==> config.mk <==
export PLATFORM = sky130hd
export DESIGN_NAME = mdu_iter
export DESIGN_NICKNAME = d
export VERILOG_FILES = /design/src/rtl/mdu_pkg.sv /design/src/rtl/mdu_div_step.sv /design/src/rtl/mdu_iter.sv
export SDC_FILE = /design/constraint.sdc
export NUM_CORES = 1
export LEC_CHECK = 0
export BUFFER_PORTS_ARGS = -buffer_cell sky130_fd_sc_hd__buf_2
export CORE_UTILIZATION = 50
export CTS_BUF_LIST = sky130_fd_sc_hd__clkbuf_4 sky130_fd_sc_hd__clkbuf_8 sky130_fd_sc_hd__clkbuf_16
export DETAILED_ROUTE_END_ITERATION = 6
export GPL_TIMING_DRIVEN = 1
export PLACE_DENSITY = 0.78
export SETUP_SLACK_MARGIN = 0.05
export SYNTH_ARGS = -nofsm -noshare
export SYNTH_HDL_FRONTEND = slang
export SYNTH_HIERARCHICAL = 1
export SYNTH_SLANG_ARGS = --single-unit
==> constraint.sdc <==
create_clock -name clk -period 5.2 [get_ports clk]
set_input_delay 0.26 -clock clk [delete_from_list [all_inputs] [get_ports clk]]
set_output_delay 0.26 -clock clk [all_outputs]
set_load 0.05 [all_outputs]
==> src/rtl/mdu_pkg.sv <==
// Shared types and constants for the RV32M multiply/divide unit.
// Holds the funct3 operation encodings, the FSM state type and the
// operand-sign classification helpers used at accept time.
package mdu_pkg;

    localparam int MDU_XLEN  = 32;
    localparam int MDU_CNT_W = 6;

    typedef enum logic [2:0] {
        MDU_MUL    = 3'd0,
        MDU_MULH   = 3'd1,
        MDU_MULHSU = 3'd2,
        MDU_MULHU  = 3'd3,
        MDU_DIV    = 3'd4,
        MDU_DIVU   = 3'd5,
        MDU_REM    = 3'd6,
        MDU_REMU   = 3'd7
    } mdu_op_e;

    typedef enum logic [1:0] {
        IDLE = 2'd0,
        CALC = 2'd1,
        FIX  = 2'd2,
        DONE = 2'd3
    } mdu_state_e;

    // Divide-family ops (DIV, DIVU, REM, REMU).
    function automatic logic op_is_div(input mdu_op_e op);
        logic res;
        case (op)
            MDU_DIV, MDU_DIVU, MDU_REM, MDU_REMU: res = 1'b1;
            default:                              res = 1'b0;
        endcase
        return res;
    endfunction

    // Operand a is treated as signed.
    function automatic logic op_a_signed(input mdu_op_e op);
        logic res;
        case (op)
            MDU_MULH, MDU_MULHSU, MDU_DIV, MDU_REM: res = 1'b1;
            default:                                res = 1'b0;
        endcase
        return res;
    endfunction

    // Operand b is treated as signed.
    function automatic logic op_b_signed(input mdu_op_e op);
        logic res;
        case (op)
            MDU_MULH, MDU_DIV, MDU_REM: res = 1'b1;
            default:                    res = 1'b0;
        endcase
        return res;
    endfunction

endpackage

==> src/rtl/mdu_div_step.sv <==
// One restoring-division step on unsigned magnitudes.
// Shifts the next dividend bit (quotient MSB) into the partial remainder,
// trial-subtracts the divisor and shifts the resulting quotient bit in.
// Relies on rem_in < div_in, so bit XLEN of the difference is the borrow.
module mdu_div_step #(
    parameter int XLEN = 32
) (
    input  logic [XLEN-1:0] rem_in,
    input  logic [XLEN-1:0] quo_in,
    input  logic [XLEN-1:0] div_in,
    output logic [XLEN-1:0] rem_out,
    output logic [XLEN-1:0] quo_out
);

    logic [XLEN:0] shift_s;
    logic [XLEN:0] diff_s;

    // Trial subtract; keep the difference only when it does not borrow.
    always_comb begin
        shift_s = {rem_in, quo_in[XLEN-1]};
        diff_s  = shift_s - {1'b0, div_in};
        if (!diff_s[XLEN]) begin
            rem_out = diff_s[XLEN-1:0];
            quo_out = {quo_in[XLEN-2:0], 1'b1};
        end else begin
            rem_out = shift_s[XLEN-1:0];
            quo_out = {quo_in[XLEN-2:0], 1'b0};
        end
    end

endmodule

==> src/rtl/mdu_iter.sv <==
// Iterative RV32M multiply/divide unit between register read and writeback.
// One op in flight: IDLE -> CALC (XLEN bit-steps) -> FIX -> DONE -> IDLE.
// Works on operand magnitudes and applies the result sign in FIX.
// Optional macro MDU_FAST_MUL_EN: multiplies use a single-cycle product
// and skip CALC; divides are unaffected.
module mdu_iter
    import mdu_pkg::*;
#(
    parameter int XLEN       = MDU_XLEN,
    parameter int REG_ADDR_W = 5,
    parameter int CNT_W      = MDU_CNT_W
) (
    input  logic                  clk,
    input  logic                  reset,
    input  logic                  flush,
    input  logic                  in_valid,
    output logic                  in_ready,
    input  logic [2:0]            in_op,
    input  logic [XLEN-1:0]       rs1_data,
    input  logic [XLEN-1:0]       rs2_data,
    input  logic [REG_ADDR_W-1:0] rd_addr,
    output logic                  wb_valid,
    input  logic                  wb_ready,
    output logic [REG_ADDR_W-1:0] wb_addr,
    output logic [XLEN-1:0]       wb_data,
    output logic                  busy
);

    mdu_state_e            state_r, state_next_s;
    logic [CNT_W-1:0]      cnt_r;
    mdu_op_e               op_r;
    logic [REG_ADDR_W-1:0] rd_r;
    logic                  neg_r;
    logic                  special_r;
    logic [XLEN-1:0]       special_data_r;
    logic [2*XLEN-1:0]     acc_r;
    logic [XLEN-1:0]       opnd_r;
    logic                  wb_valid_r;
    logic [REG_ADDR_W-1:0] wb_addr_r;
    logic [XLEN-1:0]       wb_data_r;

    mdu_op_e               op_s;
    logic                  a_neg_s, b_neg_s;
    logic [XLEN-1:0]       a_mag_s, b_mag_s;
    logic                  div_zero_s, ovf_s, special_s;
    logic [XLEN-1:0]       special_val_s;
    logic                  neg_s, neg_init_s;
    logic                  fast_sel_s;
    logic [2*XLEN-1:0]     acc_init_s;
    logic [XLEN-1:0]       opnd_init_s;
    logic                  accept_s, hs_s;
    logic [XLEN:0]         msum_s;
    logic [2*XLEN-1:0]     mul_next_s;
    logic [XLEN-1:0]       div_rem_s, div_quo_s;
    logic [2*XLEN-1:0]     prod_s;
    logic [XLEN-1:0]       quo_s, rem_s, result_s;

    assign op_s     = mdu_op_e'(in_op);
    assign in_ready = (state_r == IDLE) && !flush;
    assign wb_valid = wb_valid_r && !flush;
    assign wb_addr  = wb_addr_r;
    assign wb_data  = wb_data_r;
    assign busy     = (state_r != IDLE);
    assign accept_s = in_valid && in_ready;
    assign hs_s     = wb_valid && wb_ready;

`ifdef MDU_FAST_MUL_EN
    logic [2*XLEN-1:0] fast_a_s, fast_b_s, fast_prod_s;

    // Sign-extend per op so the low 2*XLEN bits of the product are exact.
    always_comb begin
        fast_a_s    = {{XLEN{op_a_signed(op_s) & rs1_data[XLEN-1]}}, rs1_data};
        fast_b_s    = {{XLEN{op_b_signed(op_s) & rs2_data[XLEN-1]}}, rs2_data};
        fast_prod_s = fast_a_s * fast_b_s;
    end

    assign fast_sel_s = !op_is_div(op_s);
`else
    assign fast_sel_s = 1'b0;
`endif

    // Accept-time decode: magnitudes, result sign and the special cases.
    always_comb begin
        a_neg_s    = op_a_signed(op_s) & rs1_data[XLEN-1];
        b_neg_s    = op_b_signed(op_s) & rs2_data[XLEN-1];
        a_mag_s    = a_neg_s ? -rs1_data : rs1_data;
        b_mag_s    = b_neg_s ? -rs2_data : rs2_data;
        div_zero_s = op_is_div(op_s) && (rs2_data == {XLEN{1'b0}});
        ovf_s      = ((op_s == MDU_DIV) || (op_s == MDU_REM)) &&
                     (rs1_data == {1'b1, {(XLEN-1){1'b0}}}) &&
                     (rs2_data == {XLEN{1'b1}});
        special_s  = div_zero_s || ovf_s;
        if (ovf_s) begin
            special_val_s = (op_s == MDU_DIV) ? rs1_data : {XLEN{1'b0}};
        end else begin
            case (op_s)
                MDU_REM, MDU_REMU: special_val_s = rs1_data;
                default:           special_val_s = {XLEN{1'b1}};
            endcase
        end
        case (op_s)
            MDU_MULH, MDU_DIV:   neg_s = a_neg_s ^ b_neg_s;
            MDU_MULHSU, MDU_REM: neg_s = a_neg_s;
            default:             neg_s = 1'b0;
        endcase
        if (op_is_div(op_s)) begin
            acc_init_s  = {{XLEN{1'b0}}, a_mag_s};
            opnd_init_s = b_mag_s;
            neg_init_s  = neg_s;
        end else begin
`ifdef MDU_FAST_MUL_EN
            acc_init_s  = fast_prod_s;
            neg_init_s  = 1'b0;
`else
            acc_init_s  = {{XLEN{1'b0}}, b_mag_s};
            neg_init_s  = neg_s;
`endif
            opnd_init_s = a_mag_s;
        end
    end

    // Shift-add multiply step: add multiplicand on multiplier LSB, shift right.
    always_comb begin
        msum_s = {1'b0, acc_r[2*XLEN-1:XLEN]} + {1'b0, opnd_r};
        if (acc_r[0]) begin
            mul_next_s = {msum_s, acc_r[XLEN-1:1]};
        end else begin
            mul_next_s = {1'b0, acc_r[2*XLEN-1:1]};
        end
    end

    mdu_div_step #(
        .XLEN (XLEN)
    ) u_div_step (
        .rem_in  (acc_r[2*XLEN-1:XLEN]),
        .quo_in  (acc_r[XLEN-1:0]),
        .div_in  (opnd_r),
        .rem_out (div_rem_s),
        .quo_out (div_quo_s)
    );

    // Sign correction and result selection used in FIX.
    always_comb begin
        prod_s = neg_r ? -acc_r : acc_r;
        quo_s  = neg_r ? -acc_r[XLEN-1:0] : acc_r[XLEN-1:0];
        rem_s  = neg_r ? -acc_r[2*XLEN-1:XLEN] : acc_r[2*XLEN-1:XLEN];
        if (special_r) begin
            result_s = special_data_r;
        end else begin
            case (op_r)
                MDU_MUL:                         result_s = prod_s[XLEN-1:0];
                MDU_MULH, MDU_MULHSU, MDU_MULHU: result_s = prod_s[2*XLEN-1:XLEN];
                MDU_DIV, MDU_DIVU:               result_s = quo_s;
                MDU_REM, MDU_REMU:               result_s = rem_s;
                default:                         result_s = prod_s[XLEN-1:0];
            endcase
        end
    end

    // FSM next-state: flush returns to IDLE from every state.
    always_comb begin
        state_next_s = state_r;
        case (state_r)
            IDLE: begin
                if (flush) begin
                    state_next_s = IDLE;
                end else if (in_valid) begin
                    state_next_s = (special_s || fast_sel_s) ? FIX : CALC;
                end else begin
                    state_next_s = IDLE;
                end
            end
            CALC: begin
                if (flush) begin
                    state_next_s = IDLE;
                end else if (cnt_r == CNT_W'(XLEN - 1)) begin
                    state_next_s = FIX;
                end else begin
                    state_next_s = CALC;
                end
            end
            FIX: begin
                if (flush) begin
                    state_next_s = IDLE;
                end else begin
                    state_next_s = DONE;
                end
            end
            DONE: begin
                if (flush || hs_s) begin
                    state_next_s = IDLE;
                end else begin
                    state_next_s = DONE;
                end
            end
            default: state_next_s = IDLE;
        endcase
    end

    // FSM state register.
    always_ff @(posedge clk or negedge reset) begin
        if (!reset) begin
            state_r <= IDLE;
        end else begin
            state_r <= state_next_s;
        end
    end

    // Datapath: operand capture, iteration, result load and writeback hold.
    always_ff @(posedge clk or negedge reset) begin
        if (!reset) begin
            cnt_r          <= {CNT_W{1'b0}};
            op_r           <= MDU_MUL;
            rd_r           <= {REG_ADDR_W{1'b0}};
            neg_r          <= 1'b0;
            special_r      <= 1'b0;
            special_data_r <= {XLEN{1'b0}};
            acc_r          <= {(2*XLEN){1'b0}};
            opnd_r         <= {XLEN{1'b0}};
            wb_valid_r     <= 1'b0;
            wb_addr_r      <= {REG_ADDR_W{1'b0}};
            wb_data_r      <= {XLEN{1'b0}};
        end else if (flush) begin
            wb_valid_r <= 1'b0;
            cnt_r      <= {CNT_W{1'b0}};
        end else begin
            case (state_r)
                IDLE: begin
                    if (accept_s) begin
                        op_r           <= op_s;
                        rd_r           <= rd_addr;
                        neg_r          <= neg_init_s;
                        special_r      <= special_s;
                        special_data_r <= special_val_s;
                        acc_r          <= acc_init_s;
                        opnd_r         <= opnd_init_s;
                        cnt_r          <= {CNT_W{1'b0}};
                    end
                end
                CALC: begin
                    if (op_is_div(op_r)) begin
                        acc_r <= {div_rem_s, div_quo_s};
                    end else begin
                        acc_r <= mul_next_s;
                    end
                    cnt_r <= cnt_r + {{(CNT_W-1){1'b0}}, 1'b1};
                end
                FIX: begin
                    wb_data_r  <= result_s;
                    wb_addr_r  <= rd_r;
                    wb_valid_r <= 1'b1;
                end
                DONE: begin
                    if (hs_s) begin
                        wb_valid_r <= 1'b0;
                    end
                end
                default: begin
                    wb_valid_r <= 1'b0;
                end
            endcase
        end
    end

endmodule

# Yosys cells after proc, flatten, opt, wreduce, memory -nomap -nowiden
# Cells that the tools add are included.
# word_totals
output_inout_bits	40
reg_bits	184
inputBits	77
elab_cells	118
# op_classes
muxes	39
bitwise	4
n_eq_ne	22
reduce_logical	33
add_sub_neg	8
# op_table
operator	count
$mux W32	11
$mux W64	4
$neg A32 Y32	4
$pmux W32 S4	1
$pmux W64 S2	1
$eq A32 B32 Y1 const B	2
$neg A64 Y64	1
$add A32 B32 Y33	1
$sub A33 B32 Y33	1
$logic_not A32 Y1	1
$eq A3 B3 Y1 const B	8
$mux W2	7
$mux W6	2
$pmux W6 S2	1
$reduce_or A4 Y1	3
$reduce_or A2 Y1	5
$eq A3 B2 Y1 const B	3
$mux W1	9
$pmux W2 S4	1
$logic_and A1 B1 Y1	7
$add A6 B1 Y6 const B	1
$eq A3 B1 Y1 const B	2
$eq A6 B5 Y1 const B	1
$ne A3 B3 Y1 const B	2
16 further kinds	27

# Logic depth before layout (Yosys ltp)
# Gate-level depths: netlist of the first run.
# depth
depth_word	9
ltp_mapped	20
depth_no_buf	18

# By module
# Netlist of the first run, hierarchy kept.
# by_module_without_submodules
mod	cells_per_inst	instances	area_each_um2
mdu_iter	1869	1	14621.5
mdu_div_step	336	1	2591.2

# Worst setup path after synthesis of the first run
# OpenSTA, ideal clock, no wires.
# synth_timing
path_type	flip-flop to flip-flop
from	register acc_r[31]
to	register acc_r[62]
period_less_slack_ps	3865
setup_ps	126
t_required_ps	5074
setup_slack_ps	1335
arrival_ps	3739
stages_incl_launch_ff	20
path_buffers	2
path_cell_list	dfrtp_1 > inv_1 > ha_1 > fa_1 > and2b_1 > o2111ai_2 > a21oi_2 > o2111ai_1 > a211oi_2 > nor2_4 > mux2i_4 > and2_4 > buf_12 > inv_8 > buf_12 > mux2_4 > o21ai_0 > nor2_1 > a221oi_1 > nand2_1
# synth_via
elab_chain_cells	4
# synth_rtl
item	line	rtl
start, declared	mdu_iter.sv:36	logic [2*XLEN-1:0] acc_r;
start signal, assigned	mdu_iter.sv:218	acc_r <= {(2*XLEN){1'b0}};
start signal, assigned	mdu_iter.sv:235	acc_r <= acc_init_s;
start signal, assigned	mdu_iter.sv:242	acc_r <= {div_rem_s, div_quo_s};
$sub A33 B32 Y33	mdu_div_step.sv:21	diff_s = shift_s - {1'b0, div_in};
$mux W32	mdu_div_step.sv:22	if (!diff_s[XLEN]) begin
via div_rem_s[30]	mdu_iter.sv:54	logic [XLEN-1:0] div_rem_s, div_quo_s;
$mux W64	mdu_iter.sv:241	if (op_is_div(op_r)) begin
$pmux W64 S2	mdu_iter.sv:227	case (state_r)
# The timed path passes the listed nets, and every way through them passes these cells.
# A chain may end at the register's enable or synchronous reset.

# Worst setup path in the final report of the first run
# layout_timing
from	register acc_r[32]
to	register acc_r[62]
# Same word-level chain as after synthesis.

==> results of run 1 <==
==> worst max-delay path: stages (launching register included) <==
cell and delay, ns:
dfrtp_1 0.60, inv_1 0.12, fa_1 0.46, and2b_1 0.25, o2111ai_2 0.13, a21oi_2 0.26
o2111ai_1 0.22, a211oi_2 0.33, nor2_4 0.10, mux2i_4 0.34, and2_4 0.32, inv_8 0.13
mux2_4 0.33, o21ai_0 0.22, nor2_1 0.09, a221oi_1 0.24, nand2_1 0.10
==> cell type report <==
type / count / area share, %
Inverter: 63 / 1.33
Multi-Input combinational cell: 1779 / 62.6
Sequential cell: 184 / 25.1
Clock inverter: 15 / 1.12
Tap cell: 448 / 3.05
Timing Repair Buffer: 147 / 4.53
Clock buffer: 17 / 2.32
==> flip-flops by register name (all words and copies together) (netlist names) <==
name and cells:
acc_r 64, opnd_r 32, special_data_r 32, wb_data 32, cnt_r 6, rd_r 5
wb_addr 5, op_r 3, state_r 2, neg_r 1, special_r 1, wb_valid_r 1
==> per-stage QoR <==
| step | cell area [µm²] | setup slack (ns) | instances | total power [mW] | util [%] |
|---|---|---|---|---|---|
| finish | 18400 | 0.818 | 2653 | 11.2 | 54.5 |
| global route | 18400 | 0.526 | 2653 | 11.9 | 54.5 |
| CTS | 18400 | 0.863 | 2653 | 11.0 | 54.5 |
| detailed placement | 17700 | 0.876 | 2617 | 9.49 | 52.5 |
| global placement | 17700 | 0.976 | 2617 | 9.34 | 52.5 |
| floorplan | 17200 | 1.34 | 2205 | 7.97 | - |
==> what timing repair did <==
item / CTS / global route
hold endpoints to repair: 106 / 0
setup endpoints to repair: 0 / 0
hold buffers: 4 / 0
==> cells in the mapped netlist (all sizes together), types with 33 or more instances <==
library cell	number
nor3	51
ha	70
o31ai	68
xor2	74
nand3	61
mux2i	60
a21oi	178
buf	52
o21ai	196
nor2	195
clkbuf	125
inv	62
nand2	258
xnor2	88
dfrtp	184
a21o	40
mux2	33
==> metal layers <==
metal	GRT usage, %	part of all wire (%)	vias to the layer above
met4	16.7	5.1	4
met1	45.2	40	8382
li1	-	-	7957
met3	7.69	10	175
met2	52.5	45	970
met5	0	0.044	-
==> cell families (layout without fill, tap and decap cells) <==
group / Yosys count / count (layout)
fa+ha+maj: 72 / 72
flops: 184 / 184
buf+inv: 242 / 242
xor+xnor: 162 / 162
simple gates: 769 / 769
mux: 93 / 93
compound gates: 683 / 683
==> cell usage in the layout (no fill, tap or decap), drive strengths merged, types with 8 or more instances in the layout <==
cell      n
nand2   258
o21ai   196
nor2    195
dfrtp   184
a21oi   178
buf     142
xnor2    88
xor2     74
ha       70
inv      69
o31ai    68
nand3    61
mux2i    60
nor3     51
a21o     40
mux2     33
nand4    30
or3      27
a211oi   26
a31oi    25
and3     24
nor4     22
or4      20
nand3b   18
o21a     18
clkbuf   18
o41ai    18
nor2b    17
o221ai   17
nand2b   12
or2      10
o22ai     9
o22a      8
o211ai    8
==> report_power, final <==
| part | switching [mW] | total [mW] | internal (mW) |
|---|---|---|---|
| sequential | 0.844 | 2.65 | 1.81 |
| combinational | 4.20 | 7.09 | 2.89 |
| clock | 0.706 | 1.45 | 0.743 |
==> worst paths after layout <==
path | endpoint | startpoint | slack, ns
hold / removal | rd_r[2]$_DFFE_PN0P_ | rd_addr[2] | 0.007
setup reg to reg | acc_r[62]$_DFFE_PN0P_ | acc_r[32]$_DFFE_PN0P_ | 0.82
min in group asynchronous | wb_addr[3]$_DFFE_PN0P_ | reset | 0.45
setup / recovery | acc_r[62]$_DFFE_PN0P_ | acc_r[32]$_DFFE_PN0P_ | 0.82
hold reg to reg | wb_addr[2]$_DFFE_PN0P_ | rd_r[2]$_DFFE_PN0P_ | 0.47
max in group asynchronous | opnd_r[21]$_DFFE_PN0P_ | reset | 3.61
==> flow_summary.toml, run 1 <==
[global_route]
grt_first_pass_wirelength_um = 94000
grt_use_total_pct = 34.1
gr-total-overflow = 0
antenna_found_initial = 3
grt_pass1_vias = 16100
grt_max_degree = 106

[run_status]
status = "completed"

[sta]
post-route-period-util_pct = 84.3
hold_viol_final = 0
tns_ns = 0
relSlewSlack_pct = 20.1
skew_ns = 0.0166
final-setup-viol-count = 0
slew_viol_final = 0
rsz0062_at_grt = "no"
hold_ws_ns = 0.00719
max_slew.worst_pin.slew_ns = 1.19
max_freq_ghz = 0.228
period_minus_slack_ns = 4.38

[floorplan]
dieArea_um2 = 35200
rows = 67
core-area_um2 = 33700
fp.dieW_um = 188
io_pins = 117
initial_utilization_pct = 51.1
die_y_um = 188

[place]
io_buffers = 116
dp_hpwl_um = 45300
globalplace.congestion = 1.02

[setup_path]
worst_setup_path_start_kind = "flip-flop"
worst-setup-path-type = "flip-flop to flip-flop"
cp.arrival_ns = 4.73
worstPathRequired_ns = 5.55
path_max_fanout = 24
worst-r2r-cell-count = 16
cp-end-kind = "flip-flop"

[routing]
drc_errors = 0
via_per_inst = 6.59
wl_um = 60700
ant_nets = 0
via_count = 17500
first_pass_iters = 7
drt_first_iter_violations = 1924
avgRoutedWirePerCell_um = 22.9

[cts]
ctsRootBufferMaster = "clkbuf_16"
h-tree-depth = 4
cts_made_buffers = 17
cts_sinks = 184
cts_tree = "yes"
clk_latency_ns = 0.46
post_cts_buffers = 0
postCtsResizedCells = 0
clkTransAtPathRegs_ns = 0.09
clockBufferDepth = 2

[synthesis]
synthSimpleGateAreaFrac_pct = 21.5
yosysSeqAreaShare_pct = 26.8
yosysUniqueCellTypes = 102
synth_area_leader_cell = "dfrtp_1"
synth_nets = 2354
netlist_instances = 2205
synth_edf_count = 0
netlist_top_cells_area = "dfrtp_1 27%, nand2_1 5.6%, o21ai_0 5.6%"
syn_area_per_cell_um2 = 7.81
yosys_register_bits = 184
async_flop_share_pct = 100
synth_top_family_by_area = "compound AO/OA/AOI/OAI gates"
synthMuxAreaShare_pct = 6.16
synth-xor-area-share_pct = 8.24
synth_area_um2 = 17200
yosys_warnings = 6
synth-main-ff-cell = "dfrtp_1"
synth-adder-area-share_pct = 5.32
yosysTopAreaCellShare_pct = 26.8
synth_compound_area_share_pct = 25.4

[power_and_ir_drop]
power_density_nw_per_um2 = 609
p_leak_nw = 8.21
peakVddDrop_v = 0.000350

[worst_hold_path]
hold_depth = 3
hp-class = "primary input to flip-flop"

[cells_and_area]
area_delta_synth_final_pct = 6.74
multiInputGateArea_um2 = 11500
nFillCells = 3172
final_nets = 2341
drive_gt1_share_pct = 11.8
seqCellArea_um2 = 4610
antenna_cells = 0

[job]
maxCapViolCount = 0
(Power assumes the default switching activity.)
==> run 2, diff against run 1 <==
--- a/config.mk
+++ b/config.mk
@@ -10,7 +10,7 @@
 export CTS_BUF_LIST = sky130_fd_sc_hd__clkbuf_4 sky130_fd_sc_hd__clkbuf_8 sky130_fd_sc_hd__clkbuf_16
 export DETAILED_ROUTE_END_ITERATION = 6
 export GPL_TIMING_DRIVEN = 1
-export PLACE_DENSITY = 0.78
+export PLACE_DENSITY = 0.81
 export SETUP_SLACK_MARGIN = 0.05
 export SYNTH_ARGS = -nofsm -noshare
 export SYNTH_HDL_FRONTEND = slang
==> constraint.sdc (replaced) <==
create_clock -name clk -period 3.8 [get_ports clk]
set_input_delay 0.19 -clock clk [delete_from_list [all_inputs] [get_ports clk]]
set_output_delay 0.19 -clock clk [all_outputs]
set_load 0.05 [all_outputs]
==> flow_summary.toml, run 2 (synthesis results as in run 1) <==
[power_and_ir_drop]
pwr-share-seq_pct = 19.3
peakVddDrop_v = 0.000712
switchingPower_mw = 8.43
switching_share_pct = 50.8
clkPwrFrac_pct = 10.9
intPower_mw = 8.18
power_density_nw_per_um2 = 869
p_comb_share_pct = 69.8
total_power_mw = 16.6
p_leak_nw = 8.66

[sta]
period_minus_slack_ns = 3.65
max_freq_ghz = 0.274
slew_viol_final = 0
hold_ws_ns = 0.0391
skew_ns = 0.0124
hold_viol_final = 0
post-route-period-util_pct = 96.2
final-setup-viol-count = 0
max_slew.worst_pin.slew_ns = 1.17
tns_ns = 0
setup_slack_ns = 0.145
rsz0062_at_grt = "yes"
relSlewSlack_pct = 20.8

[global_route]
grt_use_total_pct = 36.0
grtUsageMet1_pct = 47.3
met2_usage_pct = 54.9
grt_pass1_vias = 16700
use_met3_pct = 9.13
gr-total-overflow = 0
grt.busiest_layer = "met2"
grt_first_pass_wirelength_um = 98000
grt_max_degree = 110
antenna_found_initial = 2

[place]
dp_slack_ns = 0.0219
io_buffers = 116
dp_hpwl_um = 48600
globalplace.congestion = 1.04

[cts]
ctsRootBufferMaster = "clkbuf_16"
cts_tree = "yes"
clkTransAtPathRegs_ns = 0.08
cts_sinks = 184
clockBufferDepth = 2
h-tree-depth = 4
cts_made_buffers = 17
clk_latency_ns = 0.47

[cells_and_area]
seqCellArea_um2 = 4610
final_common_cell = "nand2_1"
final_cell_mix = "257 x nand2_1, 190 x nor2_1, 182 x dfrtp_1"
largest_register_ffs = 64
multiInputGateArea_um2 = 11600
drive_gt1_share_pct = 15.6
nFillCells = 3092
max_flop_register = "acc_r"
final_nets = 2430
area_delta_synth_final_pct = 11.1
antenna_cells = 0

[routing]
via_count = 18100
drc_errors = 1
via_per_inst = 6.60
first_pass_iters = 7
ant_nets = 0
avgRoutedWirePerCell_um = 23.4
drt_first_iter_violations = 2192
wl_um = 64200

[floorplan]
rows = 67
dieArea_um2 = 35200
fp.dieW_um = 188
initial_utilization_pct = 51.1
io_pins = 117
die_y_um = 188
core-area_um2 = 33700

[setup_path]
cp.arrival_ns = 4.03
cp-end-kind = "flip-flop"
startpoint = "acc_r[10]$_DFFE_PN0P_"
worst-r2r-cell-count = 8
reg2reg_from = "acc_r[10]$_DFFE_PN0P_"
worstPathRequired_ns = 4.17
worst_setup_path_start_kind = "flip-flop"
path_max_fanout = 9
worstReg2RegEnd = "wb_data[30]$_DFFE_PN0P_"
reg2reg_slack_ns = 0.15
worst-setup-path-type = "flip-flop to flip-flop"

[job]
maxCapViolCount = 0

[run_status]
status = "finished, violations left"
violations = "design-rule violations"

[worst_hold_path]
holdCritStartpoint = "rs1_data[20]"
min_to = "special_data_r[20]$_DFFE_PN0P_"
hp-class = "primary input to flip-flop"
hold_depth = 3
[run 2: cell count changes in the layout (fill, tap and decap cells not counted), sizes merged]
cell / delta
inv: -2
buf: +84
dlygate4sd3: +4
clkinvlp: +2
clkbuf: +1
clkinv: +2
bufinv: -2
[run 2: area by class of cell]
cell class              count  area share, %
multi-input cells        1779           60.4
flip-flops and latches    184           24.1
inverters                  63           1.30
repair buffers            235           8.20
clock buffers              18           2.30
well taps                 448           2.93
repair inverters            1         0.0327
clock inverters            14          0.713
[run 2: routing by layer]
layer  share of wire (%)  routed length (µm)
met5               0.020                  13
met1                  40               25800
met2                  44               28000
met4                 5.2                3320
met3                  11                7030
[run 2: timing repair]
| item | in CTS | in global routing |
|---|---|---|
| gates cloned | 2 | 0 |
| setup buffers | 9 | 2 |
| endpoints found under the setup margin | 5 | 20 |
| endpoints found under the hold margin | 63 | 0 |
| hold buffers | 8 | 0 |
| pin swaps | 6 | 10 |
| resized for setup | 1 | 26 |
[run 2: critical path, stage by stage, from the launching register on]
cell     delay [ns]
dfrtp_1        0.47
nor4_1         0.77
nand3_2        0.37
or4_4          0.52
or3_4          0.36
mux2i_1        0.15
o31ai_1        0.55
nand3_1        0.19
o21ai_0        0.18
[run 2: power groups by stage]
stage          sequential (mW)  combinational (mW)  clock (mW)
2_1_floorplan             2.99                7.92           0
3_3_place_gp              3.16                10.5           0
3_5_place_dp              3.19                10.6           0
4_1_cts                   3.15                11.1        1.81
5_1_grt                   3.25                12.4        1.87
6_report                  3.21                11.6        1.81
[run 2: stage by stage]
stage          util (%)  cells  instance area, µm²
2_1_floorplan         -   2205               17200
3_5_place_dp       54.3   2689               18300
4_1_cts            56.5   2740               19000
5_1_grt            56.8   2742               19100
6_report           56.8   2742               19100
3_3_place_gp       54.3   2689               18300
[run 2: how the worst max path moves through the flow]
stage	cells after the start	slack, ns	to
after CTS	17	0.04	acc_r[40]$_DFFE_PN0P_
after global placement	16	0.10	acc_r[37]$_DFFE_PN0P_
final	8	0.15	wb_data[30]$_DFFE_PN0P_
after detailed placement	16	0.02	acc_r[37]$_DFFE_PN0P_
after global routing	18	-0.01	acc_r[60]$_DFFE_PN0P_
after floorplan	20	0.07	acc_r[60]$_DFFE_PN0P_
